<file path="src/rtl/button_event_fsm.sv">
// button_event_fsm
// Turns a debounced button level into single-cycle press / release /
// long-press / auto-repeat events plus a "held" level. Edge detection
// runs every cycle; event generation is gated by enable.

module button_event_fsm #(
  parameter int unsigned CLK_FREQ_HZ   = 12000000,
  parameter int unsigned LONG_PRESS_MS = 500,
  parameter int unsigned REPEAT_MS     = 100
) (
  input  logic clk,
  input  logic rst,
  input  logic btn_in,
  input  logic enable,
  output logic press_pulse,
  output logic release_pulse,
  output logic long_pulse,
  output logic repeat_pulse,
  output logic step_pulse,
  output logic held
);

  // Cycle counts computed in 64 bits: the default clock times the
  // millisecond values overflows 32-bit arithmetic.
  localparam longint unsigned LC   = (64'(CLK_FREQ_HZ) * 64'(LONG_PRESS_MS)) / 64'd1000;
  localparam longint unsigned RC   = (64'(CLK_FREQ_HZ) * 64'(REPEAT_MS)) / 64'd1000;
  localparam longint unsigned MAXC = (LC > RC) ? LC : RC;
  localparam int              CW   = (MAXC > 64'd1) ? $clog2(MAXC) : 1;

  // Terminal counts: the counter starts at 0 on entry, so the event fires
  // when it reaches N-1, i.e. exactly N cycles after the state was entered.
  localparam logic [CW-1:0] L_TC = CW'(LC - 64'd1);
  localparam logic [CW-1:0] R_TC = CW'(RC - 64'd1);

  typedef enum logic [1:0] {
    S_IDLE   = 2'd0,
    S_HOLD   = 2'd1,
    S_REPEAT = 2'd2
  } state_e;

  state_e        state_q, state_d;
  logic          btn_q;
  logic [CW-1:0] cnt_q, cnt_d;

  logic press_q,   press_d;
  logic release_q, release_d;
  logic long_q,    long_d;
  logic repeat_q,  repeat_d;
  logic step_q,    step_d;

  logic rise, fall;
  logic l_done, r_done;

  // Edge detect against the previous sample; independent of enable so a
  // button already down when enable rises does not look like a new press.
  assign rise   = btn_in & ~btn_q;
  assign fall   = ~btn_in & btn_q;
  assign l_done = (cnt_q == L_TC);
  assign r_done = (cnt_q == R_TC);

  // State, counter, edge-detect history and registered pulse outputs.
  always_ff @(posedge clk or posedge rst) begin
    if (rst) begin
      state_q   <= S_IDLE;
      btn_q     <= 1'b0;
      cnt_q     <= '0;
      press_q   <= 1'b0;
      release_q <= 1'b0;
      long_q    <= 1'b0;
      repeat_q  <= 1'b0;
      step_q    <= 1'b0;
    end else begin
      state_q   <= state_d;
      btn_q     <= btn_in;
      cnt_q     <= cnt_d;
      press_q   <= press_d;
      release_q <= release_d;
      long_q    <= long_d;
      repeat_q  <= repeat_d;
      step_q    <= step_d;
    end
  end

  // Next state and counter. Priority: enable low, then release, then
  // terminal count. The counter is cleared on every transition and at
  // every terminal count, so it never wraps.
  always_comb begin
    state_d = state_q;
    cnt_d   = '0;
    if (!enable) begin
      state_d = S_IDLE;
    end else begin
      case (state_q)
        S_IDLE: begin
          if (rise) state_d = S_HOLD;
        end
        S_HOLD: begin
          if (fall) begin
            state_d = S_IDLE;
          end else if (l_done) begin
            state_d = S_REPEAT;
          end else begin
            cnt_d = cnt_q + 1'b1;
          end
        end
        S_REPEAT: begin
          if (fall) begin
            state_d = S_IDLE;
          end else if (!r_done) begin
            cnt_d = cnt_q + 1'b1;
          end
        end
        default: state_d = S_IDLE;
      endcase
    end
  end

  // Pulse values for the next cycle; all default low, and enable low
  // suppresses everything including the release event.
  always_comb begin
    press_d   = 1'b0;
    release_d = 1'b0;
    long_d    = 1'b0;
    repeat_d  = 1'b0;
    if (enable) begin
      case (state_q)
        S_IDLE: begin
          press_d = rise;
        end
        S_HOLD: begin
          release_d = fall;
          long_d    = ~fall & l_done;
        end
        S_REPEAT: begin
          release_d = fall;
          repeat_d  = ~fall & r_done;
        end
        default: ;
      endcase
    end
    step_d = press_d | repeat_d;
  end

  assign press_pulse   = press_q;
  assign release_pulse = release_q;
  assign long_pulse    = long_q;
  assign repeat_pulse  = repeat_q;
  assign step_pulse    = step_q;
  assign held          = (state_q == S_HOLD) || (state_q == S_REPEAT);

endmodule

</file>
<file path="config.mk">
export PLATFORM = sky130hd
export DESIGN_NAME = button_event_fsm
export DESIGN_NICKNAME = d
export VERILOG_FILES = /design/src/rtl/button_event_fsm.sv
export SDC_FILE = /design/constraint.sdc
export NUM_CORES = 1
export LEC_CHECK = 0
export CAP_MARGIN = 20
export CORE_UTILIZATION = 30
export DETAILED_ROUTE_END_ITERATION = 16
export PLACE_DENSITY = 0.55
export RECOVER_POWER = 100
export REMOVE_ABC_BUFFERS = 1
export SETUP_SLACK_MARGIN = 0.2
export SYNTH_ARGS = -nofsm -noshare
export SYNTH_HDL_FRONTEND = slang
export SYNTH_SLANG_ARGS = --single-unit
export TNS_END_PERCENT = 10
</file>
<file path="constraint.sdc">
create_clock -name clk -period 4.65 [get_ports clk]
set_input_delay 0.93 -clock clk [delete_from_list [all_inputs] [get_ports clk]]
set_output_delay 0.93 -clock clk [all_outputs]
set_load 0.005 [all_outputs]
</file>
==> flow_summary.yaml <==
outcome:
  result_of_the_run: "finished clean"
synthesis:
  synth-xor-area-share_pct: 11.6
  muxShareOfSynthArea_pct: 0.630
  combinational_family_with_the_most_area_after_synthesis: "simple AND/OR/NAND/NOR gates"
  synth_enable_flop_cells: 0
  synth_warnings: 0
  synth-compound-area-share_pct: 3.47
  yosysTopAreaCell: "sky130_fd_sc_hd__dfrtp_1"
  syn_area_um2: 1590
  dominantRegCellSynth: "sky130_fd_sc_hd__dfrtp_1"
  post_synth_num_cell_types: 30
  most_area_consuming_cells_after_synthesis: "sky130_fd_sc_hd__dfrtp_1, sky130_fd_sc_hd__xor2_1, sky130_fd_sc_hd__nor2_1"
  synth-seq-cells: 31
  synth_sequential_area_ratio_pct: 48.9
  synth-simple-area-share_pct: 28.9
  portion_of_synthesized_cell_area_occupied_by_the_leading_cell_type_pct: 48.9
  synthMostInstantiatedCell: "sky130_fd_sc_hd__dfrtp_1"
  cell_types_with_the_highest_counts_after_synthesis: "sky130_fd_sc_hd__dfrtp_1, sky130_fd_sc_hd__nor2_1, sky130_fd_sc_hd__nand2_1"
  synth.avg_cell_area_um2: 10.1
  syn-instance-count: 157
  synthAdderAreaFrac_pct: 3.94
  synth-async-reset-ratio_pct: 100
power_and_ir_drop:
  clock_power_share_pct: 35.9
  net-switching-power_uw: 145
  internal_power_uw: 413
  total_leakage_power_nw: 0.746
  powerDensity_nw_per_um2: 309
  swShare_pct: 26.0
  worst_supply_voltage_drop_on_vdd_v: 0.000166
  p_seq_share_pct: 50.4
  power_frac_comb_pct: 13.6
die:
  die-area_um2: 5590
  initial_core_utilization_pct: 31.1
  fp.dieW_um: 74.8
  io_pins: 10
  core_um2: 5110
  die_height_um: 74.8
  number_of_placement_rows: 26
clock_tree:
  cts.root.buffer_cell: "sky130_fd_sc_hd__clkbuf_8"
  clkSlewWorstSetupHoldPaths_ps: 60
  clock-sinks: 31
  cts_tree: "done"
  post_cts_buffers: 0
  clockBufferDepth: 2
  htreeDepth: 2
  clk-insertion-delay-late_ps: 280
  ctsHoldBuffers: 0
  post_cts_resize_count: 0
  total_cts_buffers: 5
place:
  dpl.hpwl_mm: 2.08
  gp_congestion: 0.723
  i_o_buffers: 9
  placement.setup.worst_slack_ps: 2020
routing:
  detailedRoute.firstPassIterationCount: 4
  detail_route.vias_per_cell: 4.68
  via_count: 1132
  route.final.wire_length_mm: 2.94
  drt-initial-drc-count: 47
  wl_per_cell_um: 12.2
  detail-route-antenna-nets: 0
  route.detailed.drc: 0
critical_path:
  regToRegStartpoint: "cnt_q[13]"
  worst_ep_required_time_ps: 4780
  crit_type: "register to register"
  crit-reg2reg-capture: "cnt_q[21]"
  max_stage_delay_ps: 670
  slowest_stage: "sky130_fd_sc_hd__or4_2"
  timing.critical_path.fanout_max: 23
  worst_setup_path_start_kind: "register"
  r2r_setup_slack_ps: 1820
  setup.worst_path.end_class: "register"
  reg2regPathDepth: 5
  timing.critical_path.cells: "or4_2, nor4_1, a31oi_1, a2bb2oi_4, nor2_1"
  critPathArrivalTime_ps: 2970
worst_hold_path:
  holdCritStartpoint: "cnt_q[0]"
  worst_hold_path.num_cells: 1
  min-delay-path-class: "register to register"
  hold_path_end: "cnt_q[0]"
timing:
  final_setup_violating_endpoints: 0
  finalHoldViolCount: 0
  worst_clock_skew_ps: 3.31
  slew_violations: 0
  fin_setup_tns_ps: 0
  grt_setup_unrepaired: "false"
  setup_slack_ps: 1820
  max_freq_ghz: 0.353
  min_period_over_period_pct: 61.0
  final_period_minus_worst_setup_slack_ps: 2830
  timing.hold.ws_ps: 484
  worst_slew_margin_rel_pct: 45.1
  worst_slew_pin_slew_ps: 824
grt:
  antenna_found_initial: 0
  grt_util_all_layers_pct: 12.0
  grt-ovfl-total: 0
  grt_start_max_net_pins: 24
  first_global_vias: 1060
  grt_first_pass_wirelength_mm: 5.02
final_layout:
  fin_nets: 180
  area_added_between_synthesis_and_finish_pct: 13.8
  insertedDiodeCount: 0
  final_layout_size_suffix_gt1_share_pct: 5.81
  num-fill-cells: 531
job:
  max_cap_viol_count: 0
stage by stage:
stage / area (um2) / power (mW) / instances / util, %
global route: 1810 / 0.588 / 242 / 35.4
CTS: 1830 / 0.567 / 242 / 35.8
floorplan: 1560 / 0.336 / 154 / -
detailed placement: 1750 / 0.366 / 234 / 34.2
finish: 1810 / 0.558 / 242 / 35.4
global placement: 1750 / 0.365 / 234 / 34.2
worst max path at each step:
stage | endpoint | startpoint | slack, ps | cells past startpoint
2_1_floorplan | cnt_q[10] | cnt_q[13] | 2580 | 5
6_report | cnt_q[21] | cnt_q[13] | 1820 | 5
3_5_place_dp | cnt_q[10] | btn_in | 2020 | 6
3_3_place_gp | cnt_q[8] | btn_in | 2020 | 6
4_1_cts | held | state_q[1] | 2050 | 3
5_1_grt | cnt_q[15] | cnt_q[13] | 1620 | 5
layout make-up:
type                            instances  area, um2  area share (%)
Timing Repair Buffer                   10       93.8            5.19
Multi-Input combinational cell        119        753            41.7
Clock inverter                          1       5.00           0.277
Tap cell                               70       87.6            4.85
Sequential cell                        31        776            42.9
Clock buffer                            7       76.3            4.22
Inverter                                4       15.0           0.831
layer usage:
| metal | part of all wire [%] | routed length (um) | track usage (%) |
|---|---|---|---|
| met5 | 0 | 0 | 0 |
| met4 | 1.0 | 30 | 3.77 |
| met3 | 3.4 | 100 | 4.02 |
| met2 | 44 | 1280 | 18.0 |
| met1 | 52 | 1530 | 16.5 |
critical path, delay by kind of cell (launching register included):
kind | cells | cell delay, ps
AND/OR/NAND/NOR | 3 | 1420
AO/OA/AOI/OAI | 2 | 850
flip-flops | 1 | 420
placed cells by master, fill, tap and decap left out:
master                            netlist  layout
sky130_fd_sc_hd__nor4_1                 3       4
sky130_fd_sc_hd__nand2_1               14      14
sky130_fd_sc_hd__or4_2                  0       1
sky130_fd_sc_hd__clkbuf_1               1       3
sky130_fd_sc_hd__ha_1                   5       5
sky130_fd_sc_hd__o221ai_1               1       1
sky130_fd_sc_hd__nor2b_1                4       4
sky130_fd_sc_hd__xor2_1                13      13
sky130_fd_sc_hd__nand2b_1               1       1
sky130_fd_sc_hd__nor3b_1                1       1
sky130_fd_sc_hd__and4_1                 3       3
sky130_fd_sc_hd__nor3_1                 2       2
sky130_fd_sc_hd__dfrtp_1               31      31
sky130_fd_sc_hd__mux2i_1                1       1
sky130_fd_sc_hd__nor2_1                27      27
sky130_fd_sc_hd__nand4_1                7       7
sky130_fd_sc_hd__a2bb2oi_4              1       1
sky130_fd_sc_hd__inv_1                  4       4
sky130_fd_sc_hd__a41oi_1                1       1
sky130_fd_sc_hd__dlygate4sd3_1          0       8
sky130_fd_sc_hd__and3_1                 7       7
sky130_fd_sc_hd__xnor2_1                8       8
sky130_fd_sc_hd__clkbuf_8               0       5
sky130_fd_sc_hd__a31oi_1                1       1
sky130_fd_sc_hd__and2_0                 0       1
sky130_fd_sc_hd__clkdlybuf4s50_1        0       1
sky130_fd_sc_hd__clkinv_2               0       1
sky130_fd_sc_hd__or4b_2                 1       1
sky130_fd_sc_hd__nor4b_1                1       1
sky130_fd_sc_hd__a21oi_1                1       1
sky130_fd_sc_hd__or2_2                  1       1
sky130_fd_sc_hd__nand3_1               12      12
power groups by stage:
stage / logic (mW) / registers, mW / clock network [mW]
2_1_floorplan: 0.0501 / 0.286 / 0
3_3_place_gp: 0.0790 / 0.286 / 0
3_5_place_dp: 0.0794 / 0.286 / 0
4_1_cts: 0.0804 / 0.281 / 0.205
5_1_grt: 0.0856 / 0.282 / 0.220
6_report: 0.0760 / 0.281 / 0.200
state kept, by name, indices dropped and copies added, names as in the netlist:
signal,flops
cnt_q,23
state_q,2
btn_q,1
long_pulse,1
press_pulse,1
release_pulse,1
repeat_pulse,1
step_pulse,1
kinds of logic after synthesis:
group / after synthesis
multiplexers: 1
AND/OR/NAND/NOR: 87
flip-flops: 31
adder cells (fa/ha/maj): 5
XOR/XNOR: 21
buffers and inverters: 7
AO/OA/AOI/OAI: 5
(Power assumes the default switching activity.)
